===== config.mk =====
export PLATFORM = sky130hd
export DESIGN_NAME = piso
export DESIGN_NICKNAME = d
export VERILOG_FILES = /design/src/rtl/piso.sv
export SDC_FILE = /design/constraint.sdc
export NUM_CORES = 1
export LEC_CHECK = 0
export CAP_MARGIN = 5
export CORE_ASPECT_RATIO = 1.25
export CORE_MARGIN = 4
export CORE_UTILIZATION = 42
export CTS_CLUSTER_DIAMETER = 150
export DETAILED_ROUTE_END_ITERATION = 16
export PLACE_DENSITY = 0.68
export RECOVER_POWER = 50
export SLEW_MARGIN = 20
export SYNTH_ARGS = -nofsm -noshare
export SYNTH_HDL_FRONTEND = slang
export SYNTH_SLANG_ARGS = --single-unit

===== constraint.sdc =====
create_clock -name clk -period 2.3 [get_ports clk]
set_input_delay 0.575 -clock clk [delete_from_list [all_inputs] [get_ports clk]]
set_output_delay 0.575 -clock clk [all_outputs]
set_load 0.02 [all_outputs]

===== src/rtl/piso.sv =====
// Byte-to-bit serializer feeding the convolutional encoder, LSB first, with an
// optional zero tail per frame enabled by defining PISO_TAIL_FLUSH_EN.
module piso #(
    parameter int TAIL_BITS = 2
) (
    input  logic       clk,
    input  logic       rst_n,
    input  logic [7:0] data_parallel_i,
    input  logic       byte_valid_i,
    input  logic       byte_last_i,
    output logic       byte_ready_o,
    output logic       data_serial_o,
    output logic       valid_serial_o,
    input  logic       serial_ready_i,
    output logic       last_serial_o,
    output logic       busy_o
);

    // Handshakes: a byte moves on a rising edge with byte_valid_i && byte_ready_o;
    // a bit moves on a rising edge with valid_serial_o && serial_ready_i.
    typedef enum logic [1:0] {
        IDLE  = 2'd0,
        SHIFT = 2'd1,
        TAIL  = 2'd2
    } state_t;

    if (TAIL_BITS < 1 || TAIL_BITS > 15) begin : g_bad_tail_bits
        $error("piso: TAIL_BITS must be within 1..15");
    end

    state_t     state_q, state_d;
    logic [7:0] shreg_q, shreg_d;
    logic [2:0] cnt_q, cnt_d;
    logic       frame_last_q, frame_last_d;
    logic       ready_en_q;
    logic       valid_q, valid_d;
    logic       last_out_q, last_out_d;

`ifdef PISO_TAIL_FLUSH_EN
    localparam logic [3:0] TAIL_END = 4'(TAIL_BITS - 1);
    logic [3:0] tail_cnt_q, tail_cnt_d;
`endif

    always_comb begin
        state_d      = state_q;
        shreg_d      = shreg_q;
        cnt_d        = cnt_q;
        frame_last_d = frame_last_q;
        byte_ready_o = 1'b0;
`ifdef PISO_TAIL_FLUSH_EN
        tail_cnt_d   = tail_cnt_q;
`endif
        case (state_q)
            IDLE: begin
                // ready_en_q keeps the input closed for one cycle after reset.
                byte_ready_o = ready_en_q;
                if (byte_valid_i && ready_en_q) begin
                    shreg_d      = data_parallel_i;
                    frame_last_d = byte_last_i;
                    cnt_d        = 3'd0;
                    state_d      = SHIFT;
                end
            end
            SHIFT: begin
                byte_ready_o = (cnt_q == 3'd7) && serial_ready_i && !frame_last_q;
                if (serial_ready_i) begin
                    shreg_d = {1'b0, shreg_q[7:1]};
                    cnt_d   = cnt_q + 3'd1;
                    if (cnt_q == 3'd7) begin
                        if (!frame_last_q) begin
                            if (byte_valid_i) begin
                                shreg_d      = data_parallel_i;
                                frame_last_d = byte_last_i;
                                cnt_d        = 3'd0;
                            end else begin
                                state_d = IDLE;
                            end
                        end else begin
`ifdef PISO_TAIL_FLUSH_EN
                            state_d    = TAIL;
                            tail_cnt_d = 4'd0;
`else
                            state_d    = IDLE;
`endif
                        end
                    end
                end
            end
`ifdef PISO_TAIL_FLUSH_EN
            TAIL: begin
                // The shift register is already all zeros here, so the tail bits come out as 0.
                if (serial_ready_i) begin
                    if (tail_cnt_q == TAIL_END) begin
                        state_d    = IDLE;
                        tail_cnt_d = 4'd0;
                    end else begin
                        tail_cnt_d = tail_cnt_q + 4'd1;
                    end
                end
            end
`endif
            default: state_d = IDLE;
        endcase

        valid_d = (state_d != IDLE);
`ifdef PISO_TAIL_FLUSH_EN
        last_out_d = (state_d == TAIL) && (tail_cnt_d == TAIL_END);
`else
        last_out_d = (state_d == SHIFT) && (cnt_d == 3'd7) && frame_last_d;
`endif
    end

    always_ff @(posedge clk or negedge rst_n) begin
        if (!rst_n) begin
            state_q      <= IDLE;
            shreg_q      <= 8'd0;
            cnt_q        <= 3'd0;
            frame_last_q <= 1'b0;
            ready_en_q   <= 1'b0;
            valid_q      <= 1'b0;
            last_out_q   <= 1'b0;
        end else begin
            state_q      <= state_d;
            shreg_q      <= shreg_d;
            cnt_q        <= cnt_d;
            frame_last_q <= frame_last_d;
            ready_en_q   <= 1'b1;
            valid_q      <= valid_d;
            last_out_q   <= last_out_d;
        end
    end

`ifdef PISO_TAIL_FLUSH_EN
    always_ff @(posedge clk or negedge rst_n) begin
        if (!rst_n) begin
            tail_cnt_q <= 4'd0;
        end else begin
            tail_cnt_q <= tail_cnt_d;
        end
    end
`endif

    assign data_serial_o  = shreg_q[0];
    assign valid_serial_o = valid_q;
    assign last_serial_o  = last_out_q;
    assign busy_o         = (state_q != IDLE);

endmodule


# After elaboration in Yosys (flattened, before gate mapping)
# Cells that the tools add are included.
dict set report totals {
  reg_bits 17
  output_inout_bits 5
  word_cells 50
}
dict set report classes {
  reduce_logical 11
  muxes 25
  n_eq_ne 6
  n_addsub 1
}
# op n
set op_table {}
lappend op_table {{$mux W8} 5}
lappend op_table {{$pmux W8 S2} 1}
lappend op_table {{$mux W3} 5}
lappend op_table {{$mux W2} 5}
lappend op_table {{$eq A3 B3 Y1 const B} 2}
lappend op_table {{$pmux W3 S2} 1}
lappend op_table {{$reduce_bool A2 Y1} 3}
lappend op_table {{$logic_and A1 B1 Y1} 5}
lappend op_table {{$mux W1} 5}
lappend op_table {{$eq A2 B1 Y1 const B} 2}
lappend op_table {{$ne A2 B2 Y1 const B} 2}
lappend op_table {{$pmux W1 S2} 2}
lappend op_table {{$pmux W2 S2} 1}
lappend op_table {{$add A3 B1 Y3 const B} 1}
lappend op_table {{$reduce_and A3 Y1} 1}
lappend op_table {{$logic_not A2 Y1} 1}
lappend op_table {{$logic_not A1 Y1} 1}

# Longest topological paths before layout
# Gate-level depths: netlist (run 1).
dict set report depth {
  ltp_word 9
  ltp_mapped 7
  ltp_nobuf 6
}

# Worst setup path before layout (run 1)
# No wires, ideal clock.
dict set report synth_timing {
  kind {input to output}
  start {input serial_ready_i}
  end {output byte_ready_o}
  path_stages 3
  arrival_ps 1058
  slack_ps 667
  n_path_buf 1
  cell_sequence {buf_4 > a31oi_1 > nor2_1}
}
dict set report synth_between {
  elab_chain_cells 3
}
# item line
set synth_rtl {}
lappend synth_rtl {{from (decl)} 14} ;# input logic serial_ready_i,
lappend synth_rtl {{$logic_and A1 B1 Y1 (2 in series)} 65} ;# byte_ready_o = (cnt_q == 3'd7) && serial_ready_i && !frame_last_q;
lappend synth_rtl {{$pmux W1 S2} 53} ;# case (state_q)
lappend synth_rtl {{to (decl)} 11} ;# output logic byte_ready_o,
# No other way between the ends.

# Worst setup path after layout (run 1)
dict set report layout_timing {
  start {register cnt_q[0]}
  end {output byte_ready_o}
}
dict set report layout_between {
  elab_chain_cells 4
}
# item line
set layout_rtl {}
lappend layout_rtl {{from (decl)} 33} ;# logic [2:0] cnt_q, cnt_d;
lappend layout_rtl {{from (signal assigned)} 125} ;# cnt_q <= cnt_d;
lappend layout_rtl {{$eq A3 B3 Y1} 65}
lappend layout_rtl {{$logic_and A1 B1 Y1 (2 in series)} 65}
lappend layout_rtl {{$pmux W1 S2} 53}
# No other way between the ends.

==> reports/metrics.csv, run 1 <==
stage,metric,value,unit
hold_path,hold_path_class,flip-flop to flip-flop,
placed_design,place_congestion,0.7974,
cts,clockBufferDepth,2,
critical_path,critical_path_buf_inv_count,1,
global_route,grt_use_total,11.16,%
logic_synthesis,synth_seq_cells,17,
global_route,busiest_layer,met2,
critical_path,cp_cell_sequence,ha_1 -> ha_1 -> a31oi_1 -> nor2_1 -> dlygate4sd2_1,
cts,clk_pin_slew_worst_paths,0.10,ns
cts,clock-root-buffer,clkbuf_4,
sta,rsz0062_at_grt,no,
placed_design,place_inst,121,
logic_synthesis,synth_fp_nets,99,
sta,slew_headroom,39.35,%
logic_synthesis,yosys-top-cells-count,"dfrtp_1, a21oi_1, nor2_1",
logic_synthesis,async_flop_share,100.0,%
logic_synthesis,synth_cell_types,27,
detailed_routing,dr.pass1.iters,4,
critical_path,worst_setup_path_end_kind,primary output,
floorplan,die_h,58.66,um
cts,cts-hold-fix-buffers,0,
floorplan,die_area,2846,um^2
cts,cts_setup_buffers,0,
power_and_ir_drop,p_per_area,697.0,nW/um^2
logic_synthesis,yosys-top-cells-area,"dfrtp_1, mux2i_1, a21oi_1",
sta,hold_ws,0.5340,ns
power_and_ir_drop,vdd_ir_drop_max,0.0003334,V
sta,clock.fmax,455.8,MHz
global_route,grt_max_degree,18,
floorplan,boundaryPins,18,
sta,hold_violations,0,
global_route,grtUsageMet1,13.89,%
global_route,grt_pass1_wl,2525,um
layout,diodes,0,
sta,skew,0.007045,ns
layout,fill_cells,182,
power_and_ir_drop,power_switching_share,29.45,%
sta,worst_pin_slew,0.9098,ns
cts,cts_buffers,3,
critical_path,cp_data_required_time,1.73,ns
power_and_ir_drop,power_switching,0.2191,mW
placed_design,port_buffers,17,
detailed_routing,avgViaCountPerCell,5.304,
power_and_ir_drop,p_leak,0.4998,nW
layout,drive_above_1_share,11.43,%
placed_design,dpl_cell_area,1049,um^2
global_route,grtUsageMet2,17.16,%
sta,slew_viol_final,0,
sta,tns,0,ns
layout,fin_nets,121,
layout,area_delta_synth_final,23.80,%
global_route,met3_usage,2.278,%
layout,design_area,1067,um^2
critical_path,path_max_fanout,4,
critical_path,cp_data_arrival_time,1.62,ns
floorplan,core,1959,um^2
global_route,grt_pass1_vias,626,
detailed_routing,remaining_drc_errors,0,
logic_synthesis,seq_area_frac_synth,49.35,%
status,status,completed,
power_and_ir_drop,seq_power_share,53.0,%
global_route,grt_antenna_before_repair,0,
flow_run,max-cap-violations,0,
cts,cts_sinks,17,
logic_synthesis,yosysWarnings,0,
placed_design,hpwl,1124,um
cts,cts_tree,yes,
logic_synthesis,synth_ff_type,dfrtp_1,
layout,stdcell_count,125,
power_and_ir_drop,power.total,0.7439,mW
logic_synthesis,synth-edff-count,0,
power_and_ir_drop,power.internal,0.5248,mW
critical_path,cp_common_cell,ha_1,
detailed_routing,drt_iter0_markers,8,
sta,setup_viol,0,
critical_path,critical_path.top_delay_family,adder cells,
logic_synthesis,synth.top_cell.area_share,49.35,%
critical_path,startpoint_type,flip-flop,
detailed_routing,wl,1480,um
logic_synthesis,yosysMostFrequentCell,dfrtp_1,
cts,clk_latency,0.29,ns
floorplan,initial_core_util,44.00,%
floorplan,num_rows,18,
logic_synthesis,synthCells,84,
logic_synthesis,syn_area,862.1,um^2
sta,period_needed,2.194,ns
global_route,overflow,0,
detailed_routing,drt.antenna.violating_nets,0,
power_and_ir_drop,combPwrFrac,25.8,%
detailed_routing,wl_per_cell,11.84,um
critical_path,worst_path_max_delay_cell,dfrtp_1,
power_and_ir_drop,p_clk_share,21.1,%
floorplan,dieWidth,48.52,um
logic_synthesis,synth_area_per_cell,10.26,um^2
detailed_routing,route.vias.total,663,
cts,htree_num_levels,1,
critical_path,critPathKind,flip-flop to primary output,
critical_path,max_stage_delay,0.40,ns
sta,fin_crit_sh,95.39,%
logic_synthesis,synth_top_area_cell,dfrtp_1,
## layout make-up
class                      count  area (um^2)  area share, %
inverter                       5        18.77          1.759
clock buffer                   4        26.28          2.462
tap                           20        25.02          2.345
timing repair buffer          22        198.9          18.64
multi-input combinational     57        371.6          34.82
sequential                    17        426.7          39.98
## final timing paths
path | to | start | slack, ns | depth (start not counted)
setup / recovery | byte_ready_o | cnt_q[0] | 0.11 | 5
min in group asynchronous | cnt_q[0] | rst_n | 0.92 | 2
hold reg to reg | shreg_q[0] | shreg_q[0] | 0.53 | 2
hold / removal | shreg_q[0] | shreg_q[0] | 0.53 | 2
max in group asynchronous | state_q[1] | rst_n | 0.76 | 2
setup reg to reg | last_serial_o | cnt_q[0] | 0.63 | 7
## timing repair
action	CTS	global route
pin swaps	0	0
setup endpoints to repair	1	1
gates resized for setup	1	1
## state kept, by name, indices dropped and copies added (netlist names)
| register | flops |
|---|---|
| ready_en_q | 1 |
| state_q | 2 |
| last_serial_o | 1 |
| valid_serial_o | 1 |
| shreg_q | 8 |
| cnt_q | 3 |
| frame_last_q | 1 |
## power by group through the flow
stage	registers [mW]	logic [mW]	clock network [mW]
floorplan	0.400	0.128	0
global placement	0.399	0.194	0
detailed placement	0.401	0.198	0
CTS	0.395	0.197	0.165
global route	0.403	0.217	0.179
finish	0.395	0.192	0.157
## metal layers
layer  vias up  wire length [um]  share of wire, %
met5         -                 0                 0
met4         0                45               3.0
met3         5                65               4.4
met2        14               697                47
met1       311               672                45
li1        333                 -                 -
## worst register-to-register path: cells and delay by family, from the launching register on
kind	cells	cell delay, ns
compound gates	2	0.27
flops	1	0.40
buf+inv	1	0.19
simple gates	2	0.32
fa+ha+maj	2	0.42
## per-stage QoR
stage | util, % | setup slack, ns
2_1_floorplan | - | 0.6671
4_1_cts | 54.79 | 0.07555
3_5_place_dp | 53.51 | -0.1092
6_report | 54.47 | 0.1061
5_1_grt | 54.47 | 0.02528
3_3_place_gp | 53.51 | -0.1175
## cell usage in the layout, fill, tap and decap left out, types with 2 or more instances in the layout
| cell type | n |
|---|---|
| o21ai_1 | 3 |
| ha_1 | 2 |
| mux2i_1 | 7 |
| a21oi_1 | 12 |
| nor2_1 | 10 |
| inv_1 | 5 |
| buf_4 | 3 |
| nand2_1 | 6 |
| clkdlybuf4s50_1 | 15 |
| clkbuf_4 | 3 |
| clkbuf_1 | 3 |
| dfrtp_1 | 16 |
| conb_1 | 2 |
## logic make-up (layout without fill, tap and decap cells)
kind of cell | after synthesis | after routing | synth area share, %
and+or+nand+nor | 23 | 23 | 13.50
adders and majority gates | 2 | 2 | 2.902
AOI/OAI and AO/OA | 23 | 23 | 17.71
muxes | 7 | 7 | 8.128
buffers and inverters | 10 | 31 | 7.547
DFF | 17 | 17 | 49.35
other | 2 | 2 | 0.8712
Power figures use the tool's default switching activity.
==> inputs of run 2 (changes only) <==
- CORE_UTILIZATION: 42 -> 52
- PLACE_DENSITY: 0.68 -> 0.81
- REMOVE_ABC_BUFFERS: default -> 1
- TNS_END_PERCENT: default -> 5
==> reports/metrics.csv, run 2 (synthesis gave the netlist of run 1 again) <==
stage,metric,value,unit,change
detailed_routing,dr.pass1.iters,2,,was 4
layout,drive_above_1_share,10.58,%,was 11.43%
detailed_routing,wl,1537,um,was 1480 um
detailed_routing,wl_per_cell,12.60,um,was 11.84 um
global_route,grt_max_degree,18,,unchanged
placed_design,port_buffers,17,,unchanged
floorplan,die_area,2378,um^2,was 2846 um^2
critical_path,cp_data_required_time,1.73,ns,about the same
detailed_routing,remaining_drc_errors,0,,unchanged
critical_path,startpoint,state_q[1],,was cnt_q[0]
power_and_ir_drop,vdd_ir_drop_max,0.0005062,V,was 0.0003334 V
floorplan,num_rows,16,,was 18
critical_path,r2r_cells,7,,unchanged
critical_path,r2r-end,last_serial_o,,unchanged
floorplan,boundaryPins,18,,unchanged
sta,period_needed,2.197,ns,was 2.194 ns
cts,cts_tree,yes,,unchanged
power_and_ir_drop,power.internal,0.5232,mW,was 0.5248 mW
flow_run,max-cap-violations,0,,unchanged
layout,seq_area,425.4,um^2,was 426.7 um^2
hold_path,min_from,shreg_q[3],,was shreg_q[0]
critical_path,critPathKind,flip-flop to primary output,,unchanged
power_and_ir_drop,power_switching_share,29.50,%,was 29.45%
placed_design,hpwl,1233,um,was 1124 um
sta,rsz0062_at_grt,no,,unchanged
critical_path,r2r_start,cnt_q[0],,unchanged
sta,skew,0.002031,ns,was 0.007045 ns
global_route,grt_use_total,14.68,%,was 11.16%
power_and_ir_drop,p_leak,0.4934,nW,was 0.4998 nW
sta,fin_crit_sh,95.51,%,was 95.39%
detailed_routing,drt_iter0_markers,3,,was 8
detailed_routing,drt.antenna.violating_nets,0,,unchanged
layout,top_regs,"shreg_q: 8 flops, cnt_q: 3 flops, state_q: 2 flops",,unchanged
layout,fill_cells,127,,was 182
critical_path,path_max_fanout,8,,was 4
global_route,grt_pass1_wl,2532,um,was 2525 um
power_and_ir_drop,p_per_area,705.3,nW/um^2,was 697.0 nW/um^2
critical_path,worst_setup_path_end_kind,primary output,,unchanged
layout,fin_nets,120,,was 121
power_and_ir_drop,seq_power_share,53.6,%,was 53.0%
placed_design,place_congestion,0.8341,,was 0.7974
cts,clock-root-buffer,clkbuf_4,,unchanged
global_route,grt_antenna_before_repair,0,,unchanged
detailed_routing,avgViaCountPerCell,5.311,,was 5.304
layout,diodes,0,,unchanged
power_and_ir_drop,power_switching,0.2189,mW,was 0.2191 mW
cts,clk_latency,0.27,ns,was 0.29 ns
floorplan,dieWidth,44.42,um,was 48.52 um
status,status,completed,,unchanged
global_route,grt_pass1_vias,601,,was 626
layout,multi_input_area,371.6,um^2,unchanged
power_and_ir_drop,p_clk_share,20.5,%,was 21.1%
floorplan,die_h,53.53,um,was 58.66 um
layout,largest_register_ffs,8,,unchanged
sta,hold_violations,0,,unchanged
sta,setup_viol,0,,unchanged
detailed_routing,route.vias.total,648,,was 663
cts,clockBufferDepth,2,,unchanged
sta,slew_viol_final,0,,unchanged
cts,cts_setup_buffers,0,,unchanged
critical_path,cp_data_arrival_time,1.62,ns,about the same
sta,worst_pin_slew,0.8989,ns,was 0.9098 ns
hold_path,hold_path_class,flip-flop to flip-flop,,unchanged
sta,slew_headroom,40.07,%,was 39.35%
critical_path,startpoint_type,flip-flop,,unchanged
sta,clock.fmax,455.2,MHz,was 455.8 MHz
layout,final_cell_mix,"dfrtp_1, clkdlybuf4s50_1, a21oi_1",,unchanged
floorplan,core,1562,um^2,was 1959 um^2
power_and_ir_drop,combPwrFrac,25.9,%,was 25.8%
cts,cts_sinks,17,,unchanged
cts,htree_num_levels,1,,unchanged
critical_path,crit_path_end,busy_o,,was byte_ready_o
layout,largest-register,shreg_q,,unchanged
cts,clk_pin_slew_worst_paths,0.09,ns,was 0.10 ns
sta,hold_ws,0.5350,ns,was 0.5340 ns
critical_path,regToRegSetupSlack,0.63,ns,about the same
cts,cts_buffers,3,,unchanged
cts,cts-hold-fix-buffers,0,,unchanged
layout,final_common_cell,dfrtp_1,,unchanged
placed_design,dpl_cell_area,1039,um^2,was 1049 um^2
layout,design_area,1052,um^2,was 1067 um^2
floorplan,initial_core_util,55.21,%,was 44.00%
global_route,overflow,0,,unchanged
layout,area_delta_synth_final,22.06,%,was 23.80%
run 2: layer usage:
layer / GRT usage, % / up-vias / share of wire [%]
met5: 0 / - / 0
met4: 3.015 / 0 / 0.52
met3: 3.401 / 2 / 4.0
met2: 27.91 / 11 / 54
met1: 16.34 / 303 / 42
li1: - / 332 / -
run 2: critical path, stage by stage, from the launching register on:
cell and delay (ns):
dfrtp_1 0.56, nor2_1 0.13, inv_1 0.07, clkdlybuf4s50_1 0.59
run 2: worst min-delay path by stage:
stage / cells after the start / to
floorplan: 0 / cnt_q[0]
global placement: 2 / shreg_q[2]
detailed placement: 2 / shreg_q[3]
CTS: 2 / shreg_q[1]
global route: 2 / shreg_q[3]
finish: 2 / shreg_q[3]
run 2: area by class of cell:
class,count,share of cell area (%)
Sequential cell,17,40.43
Multi-Input combinational cell,57,35.32
Timing Repair Buffer,21,17.84
Clock buffer,4,2.497
Tap cell,18,2.140
Inverter,5,1.784
run 2: power by group through the flow:
stage / clock [mW] / combinational (mW) / sequential [mW]
2_1_floorplan: 0 / 0.116 / 0.402
3_3_place_gp: 0 / 0.190 / 0.398
3_5_place_dp: 0 / 0.198 / 0.404
4_1_cts: 0.154 / 0.198 / 0.398
5_1_grt: 0.170 / 0.218 / 0.404
6_report: 0.152 / 0.192 / 0.397
run 2: stage by stage:
step / worst slack [ns] / total power [mW] / util [%] / TNS [ns] / cells
after floorplan: 0.4572 / 0.5173 / - / 0 / 79
after global placement: -0.09065 / 0.5885 / 66.51 / -0.09065 / 118
after detailed placement: -0.1073 / 0.6026 / 66.51 / -0.1073 / 118
after CTS: 0.09587 / 0.7505 / 68.11 / 0 / 122
after global routing: 0.009531 / 0.7928 / 67.39 / 0 / 122
final: 0.1034 / 0.7422 / 67.39 / 0 / 122
run 2: repair_timing:
item / in CTS / in global routing
resized for setup: 1 / 2
pin swaps: 0 / 1
endpoints found under the setup margin: 1 / 1
